--- config.mk ---
export PLATFORM = sky130hd
export DESIGN_NAME = controlador_spi_envio_flat
export DESIGN_NICKNAME = d
export VERILOG_FILES = /design/src/rtl/controlador_spi_envio_pkg.sv /design/src/rtl/controlador_spi_envio_if.sv /design/src/rtl/controlador_spi_envio_tick.sv /design/src/rtl/controlador_spi_envio.sv /design/src/flat_wrapper.sv
export SDC_FILE = /design/constraint.sdc
export NUM_CORES = 1
export LEC_CHECK = 0
export BUFFER_PORTS_ARGS = -buffer_cell sky130_fd_sc_hd__clkbuf_2
export CORE_ASPECT_RATIO = 0.7
export CORE_MARGIN = 2
export CORE_UTILIZATION = 50
export DETAILED_ROUTE_END_ITERATION = 10
export GPL_ROUTABILITY_DRIVEN = 0
export PLACE_DENSITY = 0.81
export REMOVE_ABC_BUFFERS = 1
export SYNTH_ARGS = -nofsm -noshare
export SYNTH_HDL_FRONTEND = slang
export SYNTH_SLANG_ARGS = --single-unit
export TNS_END_PERCENT = 1
--- constraint.sdc ---
create_clock -name clck_i -period 2.2 [get_ports clck_i]
set_input_delay 0.44 -clock clck_i [delete_from_list [all_inputs] [get_ports clck_i]]
set_output_delay 0.44 -clock clck_i [all_outputs]
set_load 0.05 [all_outputs]
--- src/rtl/controlador_spi_envio_pkg.sv ---
// -----------------------------------------------------------------------------
// spi_pkg
// Shared types and constants for the SPI transmit sequencer and related SPI
// blocks.
//   estado_spi_t    : sequencer state encoding
//   DIV_DEF         : default clock cycles per SCLK half-period
//   N_BITS_DEF      : default bits per transaction
//   DATA_W          : receive byte width
//   BIT_CNT_W       : width of the bit counter (holds 0..8)
//   es_temporizado  : true for states whose length is set by the DIV tick
// -----------------------------------------------------------------------------
package spi_pkg;

  typedef enum logic [2:0] {
    IDLE,
    LOAD,
    PRESHIFT,
    SETUP,
    HIGH,
    LOW,
    HOLD
  } estado_spi_t;

  localparam int unsigned DIV_DEF    = 4;
  localparam int unsigned N_BITS_DEF = 8;
  localparam int unsigned DATA_W     = 8;
  localparam int unsigned BIT_CNT_W  = $clog2(8) + 1;

  function automatic logic es_temporizado(input estado_spi_t e);
    return (e == SETUP) || (e == HIGH) || (e == LOW) || (e == HOLD);
  endfunction

endpackage

--- src/rtl/controlador_spi_envio_if.sv ---
// -----------------------------------------------------------------------------
// controlador_spi_envio_if
// Bundles the request/response and SPI pin signals of the transmit sequencer.
//   start_i            : transaction request from sensor-access logic
//   miso_i             : serial data from the slave
//   carga_o            : load enable to the 9-bit transmit shift register
//   psclk_o            : shift strobe to the transmit shift register
//   sclk_o, cs_n_o     : SPI clock and active-low chip select
//   busy_o, done_o     : sequencer status and completion pulse
//   datos_recibidos_o  : received byte, right-aligned
// Modports: master = the sequencer, slave = everything around it.
// -----------------------------------------------------------------------------
interface controlador_spi_envio_if;
  import spi_pkg::*;

  logic              start_i;
  logic              miso_i;
  logic              carga_o;
  logic              psclk_o;
  logic              sclk_o;
  logic              cs_n_o;
  logic              busy_o;
  logic              done_o;
  logic [DATA_W-1:0] datos_recibidos_o;

  modport master (
    input  start_i,
    input  miso_i,
    output carga_o,
    output psclk_o,
    output sclk_o,
    output cs_n_o,
    output busy_o,
    output done_o,
    output datos_recibidos_o
  );

  modport slave (
    output start_i,
    output miso_i,
    input  carga_o,
    input  psclk_o,
    input  sclk_o,
    input  cs_n_o,
    input  busy_o,
    input  done_o,
    input  datos_recibidos_o
  );

endinterface

--- src/rtl/controlador_spi_envio_tick.sv ---
// -----------------------------------------------------------------------------
// generador_tick_spi
// Counts 0..DIV-1 and flags the last count, giving a one-cycle tick every DIV
// cycles. A clear forces the count back to 0 on the next edge.
//   clck_i   : system clock
//   rst_n_i  : synchronous active-low reset
//   clr_i    : restart the count
//   cnt_o    : current count
//   tick_o   : high during the last cycle of each DIV-cycle period
// -----------------------------------------------------------------------------
module generador_tick_spi #(
  parameter int unsigned DIV = 4,
  localparam int unsigned CW = (DIV > 1) ? $clog2(DIV) : 1
) (
  input  logic          clck_i,
  input  logic          rst_n_i,
  input  logic          clr_i,
  output logic [CW-1:0] cnt_o,
  output logic          tick_o
);

  logic [CW-1:0] cnt_q;
  logic [CW-1:0] cnt_d;

  assign tick_o = (cnt_q == CW'(DIV - 1));
  assign cnt_o  = cnt_q;

  always_comb begin
    cnt_d = cnt_q + CW'(1);
    if (clr_i || tick_o) begin
      cnt_d = '0;
    end
  end

  always_ff @(posedge clck_i) begin
    if (!rst_n_i) begin
      cnt_q <= '0;
    end else begin
      cnt_q <= cnt_d;
    end
  end

endmodule

--- src/rtl/controlador_spi_envio.sv ---
// -----------------------------------------------------------------------------
// controlador_spi_envio
// SPI mode-0 master sequencer for an external 9-bit MSB-out transmit shift
// register. Generates the register load and shift strobes, SCLK and CS_N,
// samples MISO into a receive byte and pulses done at the end.
//   clck_i   : system clock
//   rst_n_i  : synchronous active-low reset
//   bus      : controlador_spi_envio_if.master (start, miso, strobes, pins,
//              status and received byte)
//
//   state    | meaning
//   ---------+-------------------------------------------------------------
//   IDLE     | waiting for start, CS_N high
//   LOAD     | one-cycle load strobe, CS_N falls
//   PRESHIFT | one shift strobe so the register presents its MSB
//   SETUP    | DIV cycles of SCLK low before the first rising edge
//   HIGH     | DIV cycles SCLK high, MISO sampled in the first cycle
//   LOW      | DIV cycles SCLK low, shift strobe in the first cycle
//   HOLD     | DIV cycles CS_N hold after the last bit, then done
// -----------------------------------------------------------------------------
module controlador_spi_envio
  import spi_pkg::*;
#(
  parameter int unsigned DIV    = DIV_DEF,
  parameter int unsigned N_BITS = N_BITS_DEF
) (
  input  logic                    clck_i,
  input  logic                    rst_n_i,
  controlador_spi_envio_if.master bus
);

  localparam int unsigned CW = (DIV > 1) ? $clog2(DIV) : 1;

  if (DIV < 2) begin : g_div_ilegal
    $error("controlador_spi_envio: DIV must be at least 2");
  end
  if ((N_BITS < 1) || (N_BITS > 8)) begin : g_nbits_ilegal
    $error("controlador_spi_envio: N_BITS must be in 1..8");
  end

  estado_spi_t          estado_q, estado_d;
  logic [BIT_CNT_W-1:0] bit_cnt_q, bit_cnt_d;
  logic [DATA_W-1:0]    rx_q, rx_d;
  logic [DATA_W-1:0]    datos_q, datos_d;
  logic                 carga_q, carga_d;
  logic                 psclk_q, psclk_d;
  logic                 sclk_q, sclk_d;
  logic                 cs_n_q, cs_n_d;
  logic                 busy_q, busy_d;
  logic                 done_q, done_d;

  logic                 tick;
  logic [CW-1:0]        div_cnt;
  logic                 clr_div;
  logic                 ultimo_bit;
  logic                 fin;

  // Every state change restarts the half-period count, and untimed states
  // keep it parked at 0.
  assign clr_div    = (estado_d != estado_q) || !es_temporizado(estado_q);
  assign ultimo_bit = (bit_cnt_q == BIT_CNT_W'(N_BITS - 1));
  assign fin        = (estado_q == HOLD) && tick;

  generador_tick_spi #(
    .DIV (DIV)
  ) u_tick (
    .clck_i  (clck_i),
    .rst_n_i (rst_n_i),
    .clr_i   (clr_div),
    .cnt_o   (div_cnt),
    .tick_o  (tick)
  );

  always_ff @(posedge clck_i) begin
    if (!rst_n_i) begin
      estado_q  <= IDLE;
      bit_cnt_q <= '0;
      rx_q      <= '0;
      datos_q   <= '0;
      carga_q   <= 1'b0;
      psclk_q   <= 1'b0;
      sclk_q    <= 1'b0;
      cs_n_q    <= 1'b1;
      busy_q    <= 1'b0;
      done_q    <= 1'b0;
    end else begin
      estado_q  <= estado_d;
      bit_cnt_q <= bit_cnt_d;
      rx_q      <= rx_d;
      datos_q   <= datos_d;
      carga_q   <= carga_d;
      psclk_q   <= psclk_d;
      sclk_q    <= sclk_d;
      cs_n_q    <= cs_n_d;
      busy_q    <= busy_d;
      done_q    <= done_d;
    end
  end

  always_comb begin
    estado_d = estado_q;
    case (estado_q)
      IDLE:     if (bus.start_i) estado_d = LOAD;
      LOAD:     estado_d = PRESHIFT;
      PRESHIFT: estado_d = SETUP;
      SETUP:    if (tick) estado_d = HIGH;
      HIGH:     if (tick) estado_d = ultimo_bit ? HOLD : LOW;
      LOW:      if (tick) estado_d = HIGH;
      HOLD:     if (tick) estado_d = IDLE;
      default:  estado_d = IDLE;
    endcase
  end

  // Outputs are decoded from the next state so the registered pins line up
  // with the state they belong to.
  always_comb begin
    bit_cnt_d = bit_cnt_q;
    rx_d      = rx_q;
    datos_d   = datos_q;

    if ((estado_q == LOAD) || fin) begin
      bit_cnt_d = '0;
    end else if ((estado_q == LOW) && tick) begin
      bit_cnt_d = bit_cnt_q + BIT_CNT_W'(1);
    end

    if (estado_q == LOAD) begin
      rx_d = '0;
    end else if ((estado_q == HIGH) && (div_cnt == '0)) begin
      rx_d = {rx_q[DATA_W-2:0], bus.miso_i};
    end

    if (fin) begin
      datos_d = rx_q;
    end

    carga_d = (estado_d == LOAD);
    psclk_d = (estado_d == PRESHIFT) || ((estado_d == LOW) && (estado_q != LOW));
    sclk_d  = (estado_d == HIGH);
    cs_n_d  = (estado_d == IDLE);
    busy_d  = (estado_d != IDLE);
    done_d  = fin;
  end

  assign bus.carga_o           = carga_q;
  assign bus.psclk_o           = psclk_q;
  assign bus.sclk_o            = sclk_q;
  assign bus.cs_n_o            = cs_n_q;
  assign bus.busy_o            = busy_q;
  assign bus.done_o            = done_q;
  assign bus.datos_recibidos_o = datos_q;

endmodule

--- src/flat_wrapper.sv ---
// flat-port wrapper written by rule: the top's interface ports become plain ports
module controlador_spi_envio_flat import spi_pkg::*;
#(
  parameter int unsigned DIV    = DIV_DEF,
  parameter int unsigned N_BITS = N_BITS_DEF
)
  (clck_i, rst_n_i, bus_start_i, bus_miso_i, bus_carga_o, bus_psclk_o, bus_sclk_o, bus_cs_n_o, bus_busy_o, bus_done_o, bus_datos_recibidos_o);
  controlador_spi_envio_if bus_i ();
  input  logic clck_i;
  input  logic rst_n_i;
  input wire logic [$bits(bus_i.start_i)-1:0] bus_start_i;
  input wire logic [$bits(bus_i.miso_i)-1:0] bus_miso_i;
  output wire logic [$bits(bus_i.carga_o)-1:0] bus_carga_o;
  output wire logic [$bits(bus_i.psclk_o)-1:0] bus_psclk_o;
  output wire logic [$bits(bus_i.sclk_o)-1:0] bus_sclk_o;
  output wire logic [$bits(bus_i.cs_n_o)-1:0] bus_cs_n_o;
  output wire logic [$bits(bus_i.busy_o)-1:0] bus_busy_o;
  output wire logic [$bits(bus_i.done_o)-1:0] bus_done_o;
  output wire logic [$bits(bus_i.datos_recibidos_o)-1:0] bus_datos_recibidos_o;
  assign bus_i.start_i = bus_start_i;
  assign bus_i.miso_i = bus_miso_i;
  assign bus_carga_o = bus_i.carga_o;
  assign bus_psclk_o = bus_i.psclk_o;
  assign bus_sclk_o = bus_i.sclk_o;
  assign bus_cs_n_o = bus_i.cs_n_o;
  assign bus_busy_o = bus_i.busy_o;
  assign bus_done_o = bus_i.done_o;
  assign bus_datos_recibidos_o = bus_i.datos_recibidos_o;
  controlador_spi_envio #(.DIV(DIV), .N_BITS(N_BITS)) u_core (.clck_i(clck_i), .rst_n_i(rst_n_i), .bus(bus_i));
endmodule
Word level (Yosys, flattened, before mapping). Cells that the tools add are included.

Muxes and demuxes: 6. Reduce and logical (&&, ||, !) cells: 20. Add/subtract/negate cells: 2. Bitwise logic cells: 1. Eq/ne operators: 14.

Operator list (number): 3-bit case mux with 6 select lines (1); 3-bit == test, second input constant (5); 3-bit 2-to-1 mux (4); 3-bit by 2-bit == test with 1-bit output, second input constant (3); 2-bit OR reduction (4); 1-bit logical OR (7); 3-bit by 1-bit == test with 1-bit output, second input constant (2); 3-bit zero test (2); 4-bit by 1-bit adder with 4-bit output, second input constant (1); 4-bit by 3-bit == test with 1-bit output, second input constant (1); 1-bit logical AND (4); 3-bit inequality test (1); 3-bit inequality test, second input constant (1); 3-bit nonzero test (1); 2-bit by 1-bit adder with 2-bit output, second input constant (1); 2-bit == test, second input constant (1); 2-bit zero test (1); 2-bit 2-to-1 mux (1); 1-bit zero test (1); 1-bit inverter (1).

Bits in registers: 31. Input bits: 4. Logic and storage cells: 54. Output and inout port bits: 14.

Longest topological paths before layout.
Depth in word-level cells: 8. Gate-level depth with buffers: 7. Gate-level depth less buffers: 5.

Modules after synthesis. A second synthesis with hierarchy kept.

Cells, all modules: 148. Area total of the unflattened synthesis: 1398.8 µm².

By module, submodules not included: controlador_spi_envio (cells an instance 143, instances 1, sequential area each 580.6 µm², area each 1318.8 µm²); generador_tick_spi (cells an instance 5, instances 1, sequential area each 40.0 µm², area each 80.1 µm²).

Worst setup path after synthesis. Ideal clock, no wire load.

Path kind: reg-to-reg. Start: register u_core.u_tick.cnt_q[0], in the netlist u_core.u_tick.cnt_o[0]. End: register u_core.u_tick.cnt_q[0], in the netlist u_core.u_tick.cnt_o[0]. Stages on the path, launching flop included: 7. Path buffers: 1. Path slack: 0.575 ns. Data required time: 2.141 ns. Arrival: 1.566 ns. Library setup time: 0.059 ns. Period minus slack after synthesis: 1.625 ns. Cells stage by stage: dfxtp_1 ha_1 buf_6 nand2b_4 maj3_2 a2111oi_2 and2_1.

Longest elaborated chain between the ends: 7. Elaborated cells between the ends (all ways): 10. Those cells by class: add/sub: 1; eq/ne: 2; mux: 4; reduce/logical: 3.

Ends and longest elaborated chain: start: declaration (line controlador_spi_envio_tick.sv:22) `logic [CW-1:0] cnt_q;`; start signal: assignment (line controlador_spi_envio_tick.sv:39) `cnt_q <= cnt_d;`; 2-bit == test (line controlador_spi_envio_tick.sv:25) `assign tick_o = (cnt_q == CW'(DIV - 1));`; 3-bit 2-to-1 mux, on equally long branches; 3-bit case mux with 6 select lines (line controlador_spi_envio.sv:102) `case (estado_q)`; 3-bit inequality test (line controlador_spi_envio.sv:60) `assign clr_div = (estado_d != estado_q) || !es_temporizado(estado_q);`; 1-bit logical OR (line controlador_spi_envio.sv:60); 1-bit logical OR (line controlador_spi_envio_tick.sv:30) `if (clr_i || tick_o) begin`; 2-bit OR reduction (no source line).

Several ways; a longest one is shown, not always the timed one. A chain may end at the register's enable or synchronous reset.

Worst setup path after layout.
Start: register u_core.u_tick.cnt_q[0], in the netlist u_core.u_tick.cnt_o[0]. End: register u_core.u_tick.cnt_q[1], in the netlist u_core.u_tick.cnt_o[1].

Same word-level chain as after synthesis.

==> summary.md <==
| Metric | Value |
|---|---|
| Initial antenna violation count | `0` |
| Max_cap viols | `0` |
| Via density | `just over 5` |
| H-tree Lvls | `2` |
| Final instance area | `1545 µm²` |
| Critical R2R Capture | `u_core.u_tick.cnt_o[1]` |
| RSZ-0062 raised after global routing | `false` |
| Worst-path fanout max | `10` |
| Post-synth EDFFs | `0` |
| Post-route setup TNS | `0 ps` |
| Worst-path clk slew | `60 ps` |
| WP data arrival | `just under 2000 ps` |
| Clk buf depth | `2` |
| Post-synth top area cell | `dfxtp_1` |
| Antenna-violating nets left | `0` |
| Post-CTS Setup Inserts | `0` |
| Cell Pwr Density | `roughly 710 nW/µm²` |
| Post-synthesis async set-or-reset flop share | `0` |
| Global Route Usage Sum | `0.1943` |
| Yosys warning count | `0` |
| Post-synth top area share | `0.4550` |
| DR WL/cell | `12.62 µm` |
| Root buffer cell | `clkbuf_8` |
| Crit end category | `register` |
| First-pass GRT wire length | `~4400 µm` |
| Final hold viol count | `0` |
| Total wire length | `approximately 2500 µm` |
| Avg Cell Area, Syn | `between 9 and 10 µm²` |
| Die Area | `about 3200 µm²` |
| Most frequent cell after synthesis | `dfxtp_1` |
| First DRT Iteration DRCs | `between 60 and 70` |
| FP Rows | `15` |
| Largest net degree at the start of global routing | `19` |
| Post-DP HPWL | `around 1700 µm` |
| Max incr delay on CP | `around 380 ps` |
| Lkg Pwr | `a little over 0.6 nW` |
| Hold Crit Class | `in -> reg` |
| DR vias | `between 1000 and 1500` |
| RR Startpoint | `u_core.u_tick.cnt_o[0]` |
| Worst path required time | `2420 ps` |
| Clock sinks | `31` |
| CP max stage cell | `a2111oi_2` |
| R2R depth | `5` |
| Startpoint types | `register` |
| Worst IR Drop VDD | `about 0.00037 V` |
| F_max | `567.4 MHz` |
| Top cells by count, synth | `31 x dfxtp_1, 19 x nand2_1, 13 x nor2_1` |
| TritonCTS clock tree | `built` |
| Num ports | `18` |
| Share of layout cells above drive strength 1 | `0.1914` |
| Vias in the first global route | `987` |
| Overflow after GRT | `0` |
| Port-buffer cells | `17` |
| Crit-path cells | `ha_1 > nand2b_4 > maj3_2 > a2111oi_2 > and2_1` |
| Final period util | `0.8011` |
| CTS Buf Count | `5` |
| Max-slew headroom | `0.6187` |
| Post-DP Area | `1464 µm²` |
| Seq/Total Area, Yosys | `0.4550` |
| # hold bufs at CTS | `0` |
| Synthesized instance count | `143` |
| Fill cells | `230` |
| Area Overhead vs Synth | `13.30%` |
| Initial Util | `0.5383` |
| Final setup viols | `0` |
| Max Slew Vio Count | `0` |
| Hold EP | `u_core.rx_q[0]` |
| Core area | `~2500 µm²` |
| Status | `complete, no violations` |
| Final Skew | `3.639 ps` |
| Cell Area, Synth | `between 1000 and 1500 µm²` |
| Min-delay src | `bus_miso_i` |
| Cell variety after synth | `37` |
| Diodes inserted | `0` |
| NumNets Final | `~170` |
| Die W | `66.42 µm` |
| First-pass DRT Iterations | `4` |
| Die H | `approximately 48 µm` |
| Clock latency on the worst-skew pair | `~280 ps` |
| Drt drc | `0` |
| Critical setup path kind | `reg -> reg` |
| Hold path cells | `3` |
| Dominant synthesized flop cell | `dfxtp_1` |
| Post-CTS Resized | `0` |
| Worst R2R Setup Slack | `roughly 440 ps` |
| Worst Tran Pin Value | `around 570 ps` |
| Top cells by area, synth | `dfxtp_1 46%, mux2i_1 6.6%, nand2_1 5.2%, a21boi_0 4.4%, ha_1 3.7%` |
| Fin crit period | `roughly 1800 ps` |
| Register bit total from synthesis | `31` |
==> flip-flops by register name, summed over array words and instances, names as in the netlist <==
register	flops
u_core.bit_cnt_q	4
u_core.bus.busy_o	1
u_core.bus.carga_o	1
u_core.bus.cs_n_o	1
u_core.bus.datos_recibidos_o	8
u_core.bus.done_o	1
u_core.bus.psclk_o	1
u_core.bus.sclk_o	1
u_core.estado_q	3
u_core.rx_q	8
u_core.u_tick.cnt_o	2
==> power by group <==
group / internal, mW / switching (mW) / total, mW
logic: 0.0353 / 0.0551 / 0.0904
registers: 0.572 / 0.0162 / 0.588
clock network: 0.221 / 0.197 / 0.418
total: 0.829 / 0.268 / 1.10
==> layer usage <==
metal  GRT usage  part of all wire  vias up
li1            -                 -      520
met1      0.2301              0.48      472
met2      0.3400              0.47       19
met3     0.05647             0.036        3
met4     0.08571             0.011        0
met5           0                 0        -
==> stage by stage <==
stage                     cells  power, mW  utilization  setup WS, ps  hold slack, ps
final                       196      1.097       0.6099         437.5           419.9
after global routing        196      1.144       0.6099         261.3           441.0
after CTS                   196      1.108       0.6099         435.6           413.8
after detailed placement    188     0.6917       0.5778         450.9           457.3
after global placement      188     0.6885       0.5778         514.2           450.4
after floorplan             135     0.6658            -         583.1           440.2
==> critical path: cells and delay by family (launching register included) <==
family                   cells  cell delay, ps
adder cells (fa/ha/maj)      2             650
AO/OA/AOI/OAI                1             380
AND/OR/NAND/NOR              2             350
flip-flops                   1             330
==> kinds of logic after synthesis <==
logic type | count (synthesis) | share of synthesized area
xor gates and xnor gates | 4 | 0.02569
and+or+nand+nor | 60 | 0.2376
AOI/OAI and AO/OA | 22 | 0.1284
DFF | 31 | 0.4550
buffers and inverters | 12 | 0.04220
adders and majority gates | 5 | 0.04496
muxes | 9 | 0.06606
==> layout make-up <==
| class | count | area, µm² | share of cell area |
|---|---|---|---|
| timing repair buffer | 19 | 100.1 | 0.06478 |
| clock inverter | 1 | 5.005 | 0.003239 |
| multi-input combinational | 100 | 685.7 | 0.4437 |
| sequential | 31 | 620.6 | 0.4016 |
| clock buffer | 7 | 76.32 | 0.04939 |
| tap | 34 | 42.54 | 0.02753 |
| inverter | 4 | 15.01 | 0.009717 |
==> placed cells by master (no fill, tap or decap), types with 2 or more instances in the layout <==
cell type / Yosys / final
a21boi_0: 8 / 8
a21oi_1: 2 / 2
and2_1: 5 / 5
and3b_1: 3 / 3
and4b_1: 2 / 2
buf_4: 0 / 2
clkbuf_1: 3 / 2
clkbuf_2: 0 / 17
clkbuf_8: 0 / 5
dfxtp_1: 31 / 31
ha_1: 4 / 4
inv_1: 4 / 4
mux2i_1: 9 / 9
nand2_1: 19 / 19
nand2b_1: 3 / 3
nor2_1: 13 / 13
nor2b_1: 3 / 3
nor3_1: 3 / 3
nor3b_1: 2 / 2
o21ai_0: 3 / 3
or2b_1: 2 / 2
xor2_1: 3 / 3
==> worst max path at each step <==
stage / slack (ps) / end / cells past startpoint / from
2_1_floorplan: 580 / u_core.u_tick.cnt_o[0] / 5 / u_core.u_tick.cnt_o[0]
3_3_place_gp: 510 / u_core.rx_q[2] / 4 / u_core.estado_q[1]
3_5_place_dp: 450 / u_core.rx_q[7] / 4 / u_core.estado_q[1]
4_1_cts: 440 / u_core.u_tick.cnt_o[1] / 5 / u_core.u_tick.cnt_o[0]
5_1_grt: 260 / u_core.rx_q[4] / 4 / u_core.estado_q[1]
6_report: 440 / u_core.u_tick.cnt_o[1] / 5 / u_core.u_tick.cnt_o[0]
Note: power is estimated with default switching activity, not from simulation.
